<file path="config.mk">
export PLATFORM = sky130hd
export DESIGN_NAME = pipeline_stall_controller
export DESIGN_NICKNAME = d
export VERILOG_FILES = /design/src/rtl/pipeline_stall_controller_pkg.sv /design/src/rtl/pipeline_stall_controller_counter.sv /design/src/rtl/pipeline_stall_controller.sv
export SDC_FILE = /design/constraint.sdc
export NUM_CORES = 1
export LEC_CHECK = 0
export ABC_AREA = 1
export BUFFER_PORTS_ARGS = -buffer_cell sky130_fd_sc_hd__buf_2
export CAP_MARGIN = 10
export CORE_AREA = 2 2 39 41
export CTS_CLUSTER_DIAMETER = 80
export DETAILED_ROUTE_END_ITERATION = 6
export DIE_AREA = 0 0 41 43
export GPL_TIMING_DRIVEN = 0
export PLACE_DENSITY = 0.61
export REMOVE_ABC_BUFFERS = 1
export SLEW_MARGIN = 20
export SYNTH_ARGS = -nofsm -noshare
export SYNTH_HDL_FRONTEND = slang
export SYNTH_HIERARCHICAL = 1
export SYNTH_SLANG_ARGS = --single-unit
</file>
<file path="constraint.sdc">
create_clock -name clk -period 1.75 [get_ports clk]
set_input_delay 0.35 -clock clk [delete_from_list [all_inputs] [get_ports clk]]
set_output_delay 0.35 -clock clk [all_outputs]
set_load 0.02 [all_outputs]
</file>
<file path="src/rtl/pipeline_stall_controller_pkg.sv">
`default_nettype none
// ============================================================================
// Module  : pipeline_stall_controller_pkg
// Brief   : Shared state encoding and PC-source select codes for the stall
//           controller and the PC mux.
// Revision: 1.0
// ============================================================================
package pipeline_stall_controller_pkg;

    typedef enum logic [1:0] {
        RUN      = 2'd0,
        LD_STALL = 2'd1,
        INT_PUSH = 2'd2,
        INT_VEC  = 2'd3
    } state_e;

    localparam logic [1:0] PC_INC = 2'b00;
    localparam logic [1:0] PC_BR  = 2'b01;
    localparam logic [1:0] PC_VEC = 2'b10;

    // Counter width for the longer of the two sequences, never narrower than 1.
    function automatic int cnt_width(input int a, input int b);
        int m;
        m = (a > b) ? a : b;
        return ($clog2(m) < 1) ? 1 : $clog2(m);
    endfunction

endpackage
`default_nettype wire

</file>
<file path="src/rtl/pipeline_stall_controller_counter.sv">
`default_nettype none
// ============================================================================
// Module  : stall_cycle_counter
// Brief   : Loadable up-counter with clear and terminal-count compare.
// Revision: 1.0
// ============================================================================
module stall_cycle_counter #(
    parameter int CNT_W = 1
) (
    input  logic             clk,
    input  logic             reset,
    input  logic             clr,
    input  logic             inc,
    input  logic             load,
    input  logic [CNT_W-1:0] load_val,
    input  logic [CNT_W-1:0] term_val,
    output logic [CNT_W-1:0] cnt,
    output logic             at_term
);

    logic [CNT_W-1:0] cnt_q;
    logic [CNT_W-1:0] cnt_d;

    always_comb begin
        cnt_d = cnt_q;
        if (clr) begin
            cnt_d = '0;
        end else if (load) begin
            cnt_d = load_val;
        end else if (inc) begin
            cnt_d = cnt_q + CNT_W'(1);
        end
    end

    always_ff @(posedge clk) begin
        if (reset) begin
            cnt_q <= '0;
        end else begin
            cnt_q <= cnt_d;
        end
    end

    assign cnt     = cnt_q;
    assign at_term = (cnt_q == term_val);

endmodule
`default_nettype wire

</file>
<file path="src/rtl/pipeline_stall_controller.sv">
`default_nettype none
// ============================================================================
// Module  : pipeline_stall_controller
// Brief   : Stall/flush sequencer: load-use freeze, branch flush and
//           multi-cycle interrupt entry (PC push, then vector fetch).
// Revision: 1.0
// ============================================================================
module pipeline_stall_controller
    import pipeline_stall_controller_pkg::*;
#(
    parameter  int STALL_CYCLES = 1,
    parameter  int INT_CYCLES   = 2,
    localparam int CNT_W        = cnt_width(STALL_CYCLES, INT_CYCLES)
) (
    input  logic             clk,
    input  logic             reset,
    input  logic             ld_hazard,
    input  logic             branch_taken,
    input  logic             int_req,
    output logic             pc_write_en,
    output logic             if_id_write_en,
    output logic             if_id_flush,
    output logic             id_ex_bubble,
    output logic [1:0]       pc_sel,
    output logic             stack_push,
    output logic [CNT_W-1:0] push_word,
    output logic             int_ack,
    output logic             busy
);

    localparam logic [CNT_W-1:0] STALL_LAST = CNT_W'(STALL_CYCLES - 1);
    localparam logic [CNT_W-1:0] INT_LAST   = CNT_W'(INT_CYCLES - 1);

    state_e           state_q, state_d;
    logic             pending_q, pending_d;
    logic             cnt_clr, cnt_inc, cnt_load, at_term;
    logic [CNT_W-1:0] cnt;
    logic [CNT_W-1:0] term_val;

    assign term_val = (state_q == INT_PUSH) ? INT_LAST : STALL_LAST;

    stall_cycle_counter #(
        .CNT_W (CNT_W)
    ) u_cnt (
        .clk      (clk),
        .reset    (reset),
        .clr      (cnt_clr),
        .inc      (cnt_inc),
        .load     (cnt_load),
        .load_val (CNT_W'(1)),
        .term_val (term_val),
        .cnt      (cnt),
        .at_term  (at_term)
    );

    always_comb begin
        state_d        = state_q;
        pending_d      = pending_q | int_req;
        cnt_clr        = 1'b0;
        cnt_inc        = 1'b0;
        cnt_load       = 1'b0;
        pc_write_en    = 1'b1;
        if_id_write_en = 1'b1;
        if_id_flush    = 1'b0;
        id_ex_bubble   = 1'b0;
        pc_sel         = PC_INC;
        stack_push     = 1'b0;
        push_word      = '0;
        int_ack        = 1'b0;
        busy           = (state_q != RUN);

        unique case (state_q)
            RUN: begin
                if (branch_taken) begin
                    pc_sel       = PC_BR;
                    if_id_flush  = 1'b1;
                    id_ex_bubble = 1'b1;
                end else if (ld_hazard) begin
                    pc_write_en    = 1'b0;
                    if_id_write_en = 1'b0;
                    id_ex_bubble   = 1'b1;
                    if (STALL_CYCLES > 1) begin
                        state_d  = LD_STALL;
                        cnt_load = 1'b1;
                    end
                end else if (pending_q) begin
                    state_d = INT_PUSH;
                    cnt_clr = 1'b1;
                end
            end
            LD_STALL: begin
                // A taken branch squashes the stalled instruction anyway.
                if (branch_taken) begin
                    pc_sel       = PC_BR;
                    if_id_flush  = 1'b1;
                    id_ex_bubble = 1'b1;
                    state_d      = RUN;
                    cnt_clr      = 1'b1;
                end else begin
                    pc_write_en    = 1'b0;
                    if_id_write_en = 1'b0;
                    id_ex_bubble   = 1'b1;
                    if (at_term) begin
                        state_d = RUN;
                        cnt_clr = 1'b1;
                    end else begin
                        cnt_inc = 1'b1;
                    end
                end
            end
            INT_PUSH: begin
                pc_write_en  = 1'b0;
                if_id_flush  = 1'b1;
                id_ex_bubble = 1'b1;
                stack_push   = 1'b1;
                push_word    = cnt;
                if (at_term) begin
                    state_d = INT_VEC;
                    cnt_clr = 1'b1;
                end else begin
                    cnt_inc = 1'b1;
                end
            end
            INT_VEC: begin
                pc_sel       = PC_VEC;
                if_id_flush  = 1'b1;
                id_ex_bubble = 1'b1;
                int_ack      = 1'b1;
                pending_d    = int_req;
                state_d      = RUN;
                cnt_clr      = 1'b1;
            end
            default: begin
                state_d = RUN;
                cnt_clr = 1'b1;
            end
        endcase

        if (reset) begin
            pc_write_en    = 1'b0;
            if_id_write_en = 1'b0;
            if_id_flush    = 1'b1;
            id_ex_bubble   = 1'b1;
            pc_sel         = PC_INC;
            stack_push     = 1'b0;
            push_word      = '0;
            int_ack        = 1'b0;
            busy           = 1'b0;
        end
    end

    always_ff @(posedge clk) begin
        if (reset) begin
            state_q   <= RUN;
            pending_q <= 1'b0;
        end else begin
            state_q   <= state_d;
            pending_q <= pending_d;
        end
    end

    // EX only ever holds bubbles during interrupt entry.
    always_ff @(posedge clk) begin
        if (!reset) begin
            assert (!(branch_taken && (state_q == INT_PUSH || state_q == INT_VEC)));
        end
    end

endmodule
`default_nettype wire

</file>
==> results of run 1 <==
[worst max-delay path, cell delays in order, from the launching register on]
cell and delay (ns):
dfxtp_4 0.38, inv_4 0.06, ha_4 0.17, inv_1 0.06
o21ai_2 0.05, o21ai_0 0.15, inv_1 0.05, buf_2 0.15
[flip-flops by register name, indices dropped and copies added (netlist names)]
signal and flops:
state_q 2, pending_q 1, u_cnt/cnt 1
[cells in the final DEF (no fill, tap or decap), types with 2 or more instances in the layout]
cell type / n
o21ai_0: 3
nor2_2: 4
inv_2: 3
clkbuf_4: 3
nor2_1: 15
nand3_1: 6
conb_1: 2
o21ai_2: 2
dfxtp_4: 2
ha_1: 4
ha_4: 2
inv_4: 2
dfxtp_1: 2
nand2_1: 16
buf_2: 13
inv_1: 15
[final cells by class]
cell class                      instances  share of cell area
Sequential cell                         4              0.1389
Inverter                               20              0.1270
Timing Repair Buffer                   14              0.1151
Tap cell                               16             0.03175
Clock buffer                            3             0.03571
Multi-Input combinational cell         59              0.5516
[layer usage]
metal | part of all wire | routed length [um] | track usage | up-vias
li1 | - | - | - | 283
met1 | 0.47 | 486 | 0.1538 | 226
met2 | 0.47 | 490 | 0.2063 | 18
met3 | 0.061 | 63 | 0.03141 | 0
met4 | 0 | 0 | 0.08000 | 0
met5 | 0 | 0 | 0 | -
[cell usage after synthesis, drive strengths merged]
cell type | number | area (um^2)
buf | 2 | 18.77
inv | 20 | 75.07
nor3 | 1 | 5.000
xnor2 | 1 | 8.760
conb | 2 | 7.510
ha | 6 | 75.07
nor2 | 19 | 78.83
nand2 | 16 | 60.06
a21oi | 1 | 5.000
o21ai | 5 | 28.77
o211ai | 1 | 7.510
dfxtp | 4 | 80.08
nand3 | 7 | 40.04
[worst min path at each step]
stage	start	to	slack (ns)	cells past startpoint
floorplan	reset	pending_q	0.42	1
CTS	int_req	pending_q	0.33	3
finish	int_req	pending_q	0.33	3
global route	int_req	pending_q	0.35	3
global placement	pending_q	pending_q	0.50	2
detailed placement	pending_q	pending_q	0.51	2
[power groups by stage]
| stage | combinational [mW] | clock, mW | sequential [mW] |
|---|---|---|---|
| floorplan | 0.304 | 0 | 0.132 |
| global placement | 0.383 | 0 | 0.138 |
| detailed placement | 0.387 | 0 | 0.138 |
| CTS | 0.406 | 0.114 | 0.141 |
| global route | 0.485 | 0.121 | 0.158 |
| finish | 0.428 | 0.107 | 0.154 |
[kinds of logic after synthesis]
| kind of cell | Yosys count | share of synthesized area |
|---|---|---|
| AO/OA/AOI/OAI | 7 | 0.08416 |
| AND/OR/NAND/NOR | 43 | 0.3750 |
| buffers and inverters | 22 | 0.1913 |
| flip-flops | 4 | 0.1633 |
| adder cells (fa/ha/maj) | 6 | 0.1531 |
| other | 2 | 0.01531 |
| XOR/XNOR | 1 | 0.01786 |
[stage by stage]
| step | util | worst slack, ns | hold WS [ns] |
|---|---|---|---|
| after floorplan | - | 0.2297 | 0.4224 |
| after detailed placement | 0.4060 | 0.04870 | 0.5107 |
| after global routing | 0.4557 | 0.01421 | 0.3469 |
| after CTS | 0.4340 | 0.03580 | 0.3303 |
| final | 0.4557 | 0.1050 | 0.3326 |
| after global placement | 0.4060 | 0.06378 | 0.5043 |
==> results.json, run 1 <==
{
  "avgSynthCellArea_um2": 5.770,
  "cp-end-kind": "primary output",
  "p_leak_nw": 0.3412,
  "path_clk_slew_ns": 0.04,
  "max_freq_mhz": 607.9,
  "regArea_um2": 87.58,
  "crit_required_ns": 1.40,
  "final_cells": 116,
  "antenna_left": 0,
  "cp.arrival_ns": 1.30,
  "area_growth_pct": 28.57,
  "r2r-start": "state_q[0]",
  "ctsHtreeMaxLevel": 1,
  "fin_area_um2": 630.6,
  "grt_max_degree": 11,
  "endpoint": "if_id_write_en",
  "insertion_delay_ns": 0.23,
  "syn_area_um2": 490.5,
  "outcome": "finished, final reports clean",
  "core_um2": 1384,
  "power_frac_clock": 0.156,
  "fin_tns_setup_ns": 0,
  "fin_worst_skew_ns": 0.002492,
  "drt_pass1_iterations": 4,
  "cts_setup_buffers": 0,
  "cts_tree": "done",
  "multi_input_area_um2": 347.8,
  "rr_endpoint": "u_cnt/cnt",
  "gp_congestion": 0.7489,
  "nets": 113,
  "clk_path_buf_depth": 2,
  "fp-row-count": 14,
  "finalHoldViolations": 0,
  "combPwrFrac": 0.621,
  "vias": 527,
  "drc_errors": 0,
  "synthCells": 85,
  "start_util": 0.3544,
  "startpoint_type": "flop",
  "fp.dieArea_um2": 1763,
  "cellPowerDensity_nw_per_um2": 1094,
  "grt_first_pass_wirelength_um": 1559,
  "ys_seq_elements": 4,
  "dp_hpwl_um": 840,
  "io_pins": 15,
  "reg2reg_depth": 12,
  "finalWorstPathRequiredPeriod_ns": 1.645,
  "critical_path_class": "reg -> out",
  "finalPower_mw": 0.6896,
  "n_fill_cell": 148,
  "clock_sinks": 4,
  "grt_use_total": 0.1324,
  "regToRegSetupSlack_ns": 0.12,
  "drt_iter0_drc": 7,
  "internal_power_mw": 0.3602,
  "die_h_um": 43,
  "peakVddDrop_v": 0.0004764,
  "die_w_um": 41,
  "drive_gt1_frac": 0.3300,
  "dpl_cell_area_um2": 561.8,
  "grt-ovfl-total": 0,
  "wl_per_cell_um": 8.966,
  "drt-total-wl_um": 1040,
  "vias_per_cell": 4.543,
  "synth_cell_types": 19,
  "max-cap-violations": 0,
  "hold_buffers": 0,
  "slew_violations": 0,
  "dpl.cell_count": 113,
  "worstHoldPathType": "in -> reg",
  "critPathLaunch": "state_q[1]",
  "synth_warnings": 6,
  "critPathMaxFanout": 6,
  "fin_crit_sh": 0.9400,
  "finalSetupViolCount": 0,
  "cts_resized": 6,
  "grt_pass1_vias": 420,
  "io_buffers": 14,
  "p_seq_frac": 0.224,
  "antenna_found_initial": 0,
  "grt_setup_unrepaired": "false",
  "n_antenna_cell": 0,
  "cts_buffers": 3,
  "yosysSeqAreaShare": 0.1633,
  "power.switching_mw": 0.3294,
  "switching_share": 0.4777,
  "cts_root_buf": "clkbuf_4"
}
(Power assumes the default switching activity.)
==> inputs of run 2 (changes only) <==
--- a/config.mk
+++ b/config.mk
@@ -15,6 +15,7 @@
 export GPL_TIMING_DRIVEN = 0
 export PLACE_DENSITY = 0.61
 export REMOVE_ABC_BUFFERS = 1
+export SETUP_SLACK_MARGIN = 0.5
 export SLEW_MARGIN = 20
 export SYNTH_ARGS = -nofsm -noshare
 export SYNTH_HDL_FRONTEND = slang
==> run 2 against run 1 <==
Net effect:
- non-clock buffer count grew 4
- total power grew 15%
- clock power is essentially flat
- fmax grew 2.0%
- clock-buffer cell count is the same
- clock skew is essentially flat
==> results.json, run 2 (synthesis gave the netlist of run 1 again) <==
{
  "critical_path_class": "reg -> out",
  "fp-row-count": 14,
  "drt_pass1_iterations": 1,
  "drt_iter0_drc": 0,
  "switching_share": 0.4517,
  "core_um2": 1384,
  "hp-start": "int_req",
  "grt_pass1_vias": 485,
  "finalHoldViolations": 0,
  "critPathLaunch": "state_q[0]",
  "slowest_stage": "dfxtp_4",
  "combPwrFrac": 0.671,
  "cp-end-kind": "primary output",
  "area_growth_pct": 45.66,
  "crit_family": "flip-flops",
  "cp.arrival_ns": 1.26,
  "fp.dieArea_um2": 1763,
  "fin_util": 0.5163,
  "grt-ovfl-total": 0,
  "fin_crit_sh": 0.9213,
  "ctsHtreeMaxLevel": 1,
  "path_cells": "inv_4, ha_4, inv_2, o21ai_2, o21ai_1, inv_1, buf_6",
  "internal_power_mw": 0.4345,
  "vias_per_cell": 4.458,
  "drc_errors": 0,
  "peakVddDrop_v": 0.0005738,
  "largest-register": "state_q",
  "drive_gt1_frac": 0.4135,
  "grt_max_degree": 11,
  "final_common_cell": "nand2_1",
  "die_h_um": 43,
  "antenna_found_initial": 0,
  "cellPowerDensity_nw_per_um2": 1109,
  "final_cell_mix": "16 x nand2_1, 15 x nor2_1, 13 x inv_1, 8 x buf_4, 7 x buf_2",
  "io_pins": 15,
  "dp_hpwl_um": 840,
  "n_antenna_cell": 0,
  "die_w_um": 41,
  "cts_root_buf": "clkbuf_4",
  "drt-total-wl_um": 1141,
  "nets": 117,
  "cts_tree": "done",
  "grt_first_pass_wirelength_um": 1800,
  "finalWorstPathRequiredPeriod_ns": 1.612,
  "fin_worst_skew_ns": 0.002622,
  "critical-path-max-stage-delay_ns": 0.36,
  "p_leak_nw": 0.3693,
  "max_freq_mhz": 620.2,
  "gp_congestion": 0.7489,
  "io_buffers": 14,
  "antenna_left": 0,
  "power.switching_mw": 0.3580,
  "insertion_delay_ns": 0.23,
  "hold_buffers": 0,
  "largest_reg_flops": 2,
  "fin_tns_setup_ns": 0,
  "wl_per_cell_um": 9.508,
  "max-cap-violations": 0,
  "critPathMaxFanout": 4,
  "worstHoldPathType": "in -> reg",
  "cts_buffers": 3,
  "clk_path_buf_depth": 2,
  "startpoint_type": "flop",
  "path_clk_slew_ns": 0.04,
  "crit_buf_inv": 4,
  "finalSetupViolCount": 0,
  "vias": 535,
  "outcome": "finished, final reports clean",
  "r2r-start": "state_q[0]",
  "crit_required_ns": 1.40,
  "p_seq_frac": 0.193,
  "clock_sinks": 4,
  "grt_setup_unrepaired": "true",
  "power_frac_clock": 0.136,
  "start_util": 0.3544,
  "slew_violations": 0,
  "grt_use_total": 0.1505
}
[run 2: layout make-up]
type / instances / area (um^2)
multi-input combinational: 59 / 372.9
fill: 146 / 669.4
inverter: 20 / 82.58
sequential: 4 / 87.58
clock buffer: 3 / 22.52
timing repair buffer: 18 / 128.9
tap: 16 / 20.02
[run 2: final timing paths]
kind                         end  slack [ns]  cells past startpoint
setup / recovery  if_id_write_en        0.14                      7
hold / removal         pending_q        0.33                      3
setup reg to reg       u_cnt/cnt        0.20                     12
hold reg to reg        pending_q        0.51                      2
[run 2: what timing repair did]
action | in CTS | in global routing
buffers inserted | 4 | 0
pin swaps | 3 | 3
resized for setup | 27 | 7
gates cloned | 0 | 0
endpoints found under the hold margin | 0 | 0
endpoints found under the setup margin | 13 | 13
[run 2: metrics by stage]
step / hold slack (ns) / total power, mW / cells / instance area (um^2) / setup WS, ns
global placement: 0.5043 / 0.5213 / 113 / 561.8 / 0.06378
finish: 0.3319 / 0.7925 / 120 / 714.4 / 0.1377
global route: 0.3469 / 0.8750 / 120 / 714.4 / 0.05329
detailed placement: 0.5107 / 0.5249 / 113 / 561.8 / 0.04870
CTS: 0.3303 / 0.7630 / 120 / 684.4 / 0.1158
floorplan: 0.4224 / 0.4356 / 83 / 471.7 / 0.2297
[run 2: worst register-to-register path, cell delays in order (launching register included)]
cell	delay (ns)
dfxtp_4	0.36
inv_4	0.08
ha_2	0.24
xnor2_2	0.13
inv_1	0.10
o211ai_1	0.20
nand2_1	0.07
nand2_1	0.06
inv_1	0.03
nand2_1	0.05
nor2_1	0.04
nand2_1	0.06
inv_1	0.03
[run 2: per-layer routing]
metal | track usage | up-vias | routed length, um
met5 | 0 | - | 0
met2 | 0.2438 | 16 | 590
li1 | - | 289 | -
met3 | 0.04188 | 2 | 64
met1 | 0.1603 | 228 | 476
met4 | 0.09333 | 0 | 10
[run 2: power groups by stage]
stage / clock network, mW / registers (mW) / logic [mW]
after floorplan: 0 / 0.132 / 0.304
after global placement: 0 / 0.138 / 0.383
after detailed placement: 0 / 0.138 / 0.387
after CTS: 0.114 / 0.149 / 0.500
after global routing: 0.121 / 0.157 / 0.598
final: 0.108 / 0.153 / 0.532
==> inputs of run 3 (changes only) <==
--- a/config.mk
+++ b/config.mk
@@ -8,12 +8,15 @@
 export ABC_AREA = 1
 export BUFFER_PORTS_ARGS = -buffer_cell sky130_fd_sc_hd__buf_2
 export CAP_MARGIN = 10
-export CORE_AREA = 2 2 39 41
+export CELL_PAD_IN_SITES_DETAIL_PLACEMENT = 1
+export CELL_PAD_IN_SITES_GLOBAL_PLACEMENT = 2
+export CORE_ASPECT_RATIO = 0.7
+export CORE_MARGIN = 1
+export CORE_UTILIZATION = 23
 export CTS_CLUSTER_DIAMETER = 80
 export DETAILED_ROUTE_END_ITERATION = 6
-export DIE_AREA = 0 0 41 43
 export GPL_TIMING_DRIVEN = 0
-export PLACE_DENSITY = 0.61
+export PLACE_DENSITY = 0.73
 export REMOVE_ABC_BUFFERS = 1
 export SETUP_SLACK_MARGIN = 0.5
 export SLEW_MARGIN = 20
==> run 3 against run 2 <==
Net effect:
- the flow now finishes with violations (DRC)
- core utilization shrank 13 points
- design area grew 6.0%
- sequential share of layout area shrank 0.69 points
- die area grew 32%
- largest power group unchanged
- combinational power grew 14%
- clock skew grew 0.0027 ns
==> results.json, run 3 (synthesis gave the netlist of run 1 again) <==
{
  "critPathMaxFanout": 4,
  "regToRegSetupSlack_ns": 0.13,
  "antenna_found_initial": 0,
  "grt_use_total": 0.1400,
  "slew_violations": 0,
  "fin_util": 0.3911,
  "wl_per_cell_um": 11.52,
  "grt_first_pass_wirelength_um": 2290,
  "clk_path_buf_depth": 2,
  "gp_congestion": 0.7760,
  "violations": "DRC",
  "fp-row-count": 13,
  "largest_reg_flops": 2,
  "grt-ovfl-total": 0,
  "crit_required_ns": 1.40,
  "io_pins": 15,
  "critical_path_class": "reg -> out",
  "fin_worst_skew_ns": 0.005293,
  "vias": 565,
  "whs_path_depth": 3,
  "n_fill_cell": 258,
  "antenna_left": 0,
  "holdPathEnd": "pending_q",
  "drt-total-wl_um": 1498,
  "peakVddDrop_v": 0.0004580,
  "cts_buffers": 3,
  "n_antenna_cell": 0,
  "io_buffers": 14,
  "path_clk_slew_ns": 0.04,
  "dp_hpwl_um": 1099,
  "multi_input_area_um2": 372.9,
  "fin_area_um2": 757.0,
  "clock_sinks": 4,
  "regArea_um2": 87.58,
  "final_cell_mix": "16 x nand2_1, 13 x nor2_1, 12 x buf_4, 11 x inv_1, 7 x inv_2",
  "startpoint_type": "flop",
  "finalPower_mw": 0.8745,
  "outcome": "complete, but fails checks",
  "fp.dieArea_um2": 2324,
  "drive_gt1_frac": 0.4630,
  "final_common_cell": "nand2_1",
  "area_growth_pct": 54.34,
  "fin_crit_sh": 0.9307,
  "finalSetupViolCount": 0,
  "core_um2": 1936,
  "whs_ns": 0.3352,
  "max-cap-violations": 0,
  "cts_root_buf": "clkbuf_4",
  "p_leak_nw": 0.3829,
  "reg2reg_depth": 12,
  "drt_iter0_drc": 14,
  "hp-start": "int_req",
  "finalWorstPathRequiredPeriod_ns": 1.629,
  "vias_per_cell": 4.346,
  "cp-end-kind": "primary output",
  "grt_pass1_vias": 503,
  "cellPowerDensity_nw_per_um2": 1155,
  "grt_max_degree": 11,
  "cts_tree": "done",
  "finalHoldViolations": 0,
  "insertion_delay_ns": 0.23,
  "die_w_um": 57.20,
  "cp.arrival_ns": 1.28,
  "drc_errors": 2,
  "fin_tns_setup_ns": 0,
  "r2r-start": "state_q[1]",
  "max_freq_mhz": 614.0,
  "nets": 121,
  "start_util": 0.2534,
  "ctsHtreeMaxLevel": 1,
  "dpl_cell_area_um2": 569.3,
  "grt_setup_unrepaired": "true",
  "worstHoldPathType": "in -> reg",
  "largest-register": "state_q",
  "die_h_um": 40.64,
  "drt_pass1_iterations": 5,
  "rr_endpoint": "u_cnt/cnt"
}
run 3: cell types whose count changed in the layout (fill, tap and decap cells not counted), moves of 2 or more:
cell,delta
buf_4,+4
inv_1,-2
inv_2,+2
nor2_1,-2
run 3: area by class of cell:
cell class	instances	area share
Multi-Input combinational cell	59	0.4926
Timing Repair Buffer	22	0.2132
Sequential cell	4	0.1157
Inverter	20	0.1124
Tap cell	22	0.03636
Clock buffer	3	0.02975
run 3: per-stage QoR:
stage | instances | worst slack, ns
2_1_floorplan | 83 | 0.2297
3_3_place_gp | 119 | -0.03527
3_5_place_dp | 119 | -0.05223
4_1_cts | 128 | 0.1061
5_1_grt | 130 | 0.02842
6_report | 130 | 0.1213
run 3: metal layers:
metal,part of all wire,track usage,vias to the layer above
li1,-,-,298
met1,0.48,0.1732,260
met2,0.49,0.2471,7
met3,0.029,0.05994,0
met4,0,0,0
met5,0,0,-
run 3: power by group:
part	internal [mW]	switching (mW)
Sequential	0.119	0.0367
Clock	0.0766	0.0363
Combinational	0.275	0.332
Total	0.470	0.405
run 3: how the worst max path moves through the flow:
stage	startpoint	end	slack [ns]	depth (start not counted)
finish	state_q[0]	pc_write_en	0.12	7
detailed placement	state_q[0]	u_cnt/cnt	-0.05	12
global placement	state_q[0]	u_cnt/cnt	-0.04	12
CTS	state_q[0]	pc_write_en	0.11	7
global route	state_q[0]	pc_write_en	0.03	7
floorplan	state_q[0]	u_cnt/cnt	0.23	12
run 3: repair_timing:
action                                  in CTS  in global routing
pin swaps                                    6                  3
endpoints found under the setup margin      13                 13
hold buffers                                 0                  0
setup buffers                                6                  2
resized for setup                           27                 12
cloned                                       0                  0
run 3: critical path, cell delays in order, from the launching register on:
cell and delay [ns]:
dfxtp_4 0.39, inv_6 0.05, ha_4 0.17, nor2_2 0.12, nor2_1 0.05, nand2_1 0.06
o21ai_1 0.06, buf_4 0.15
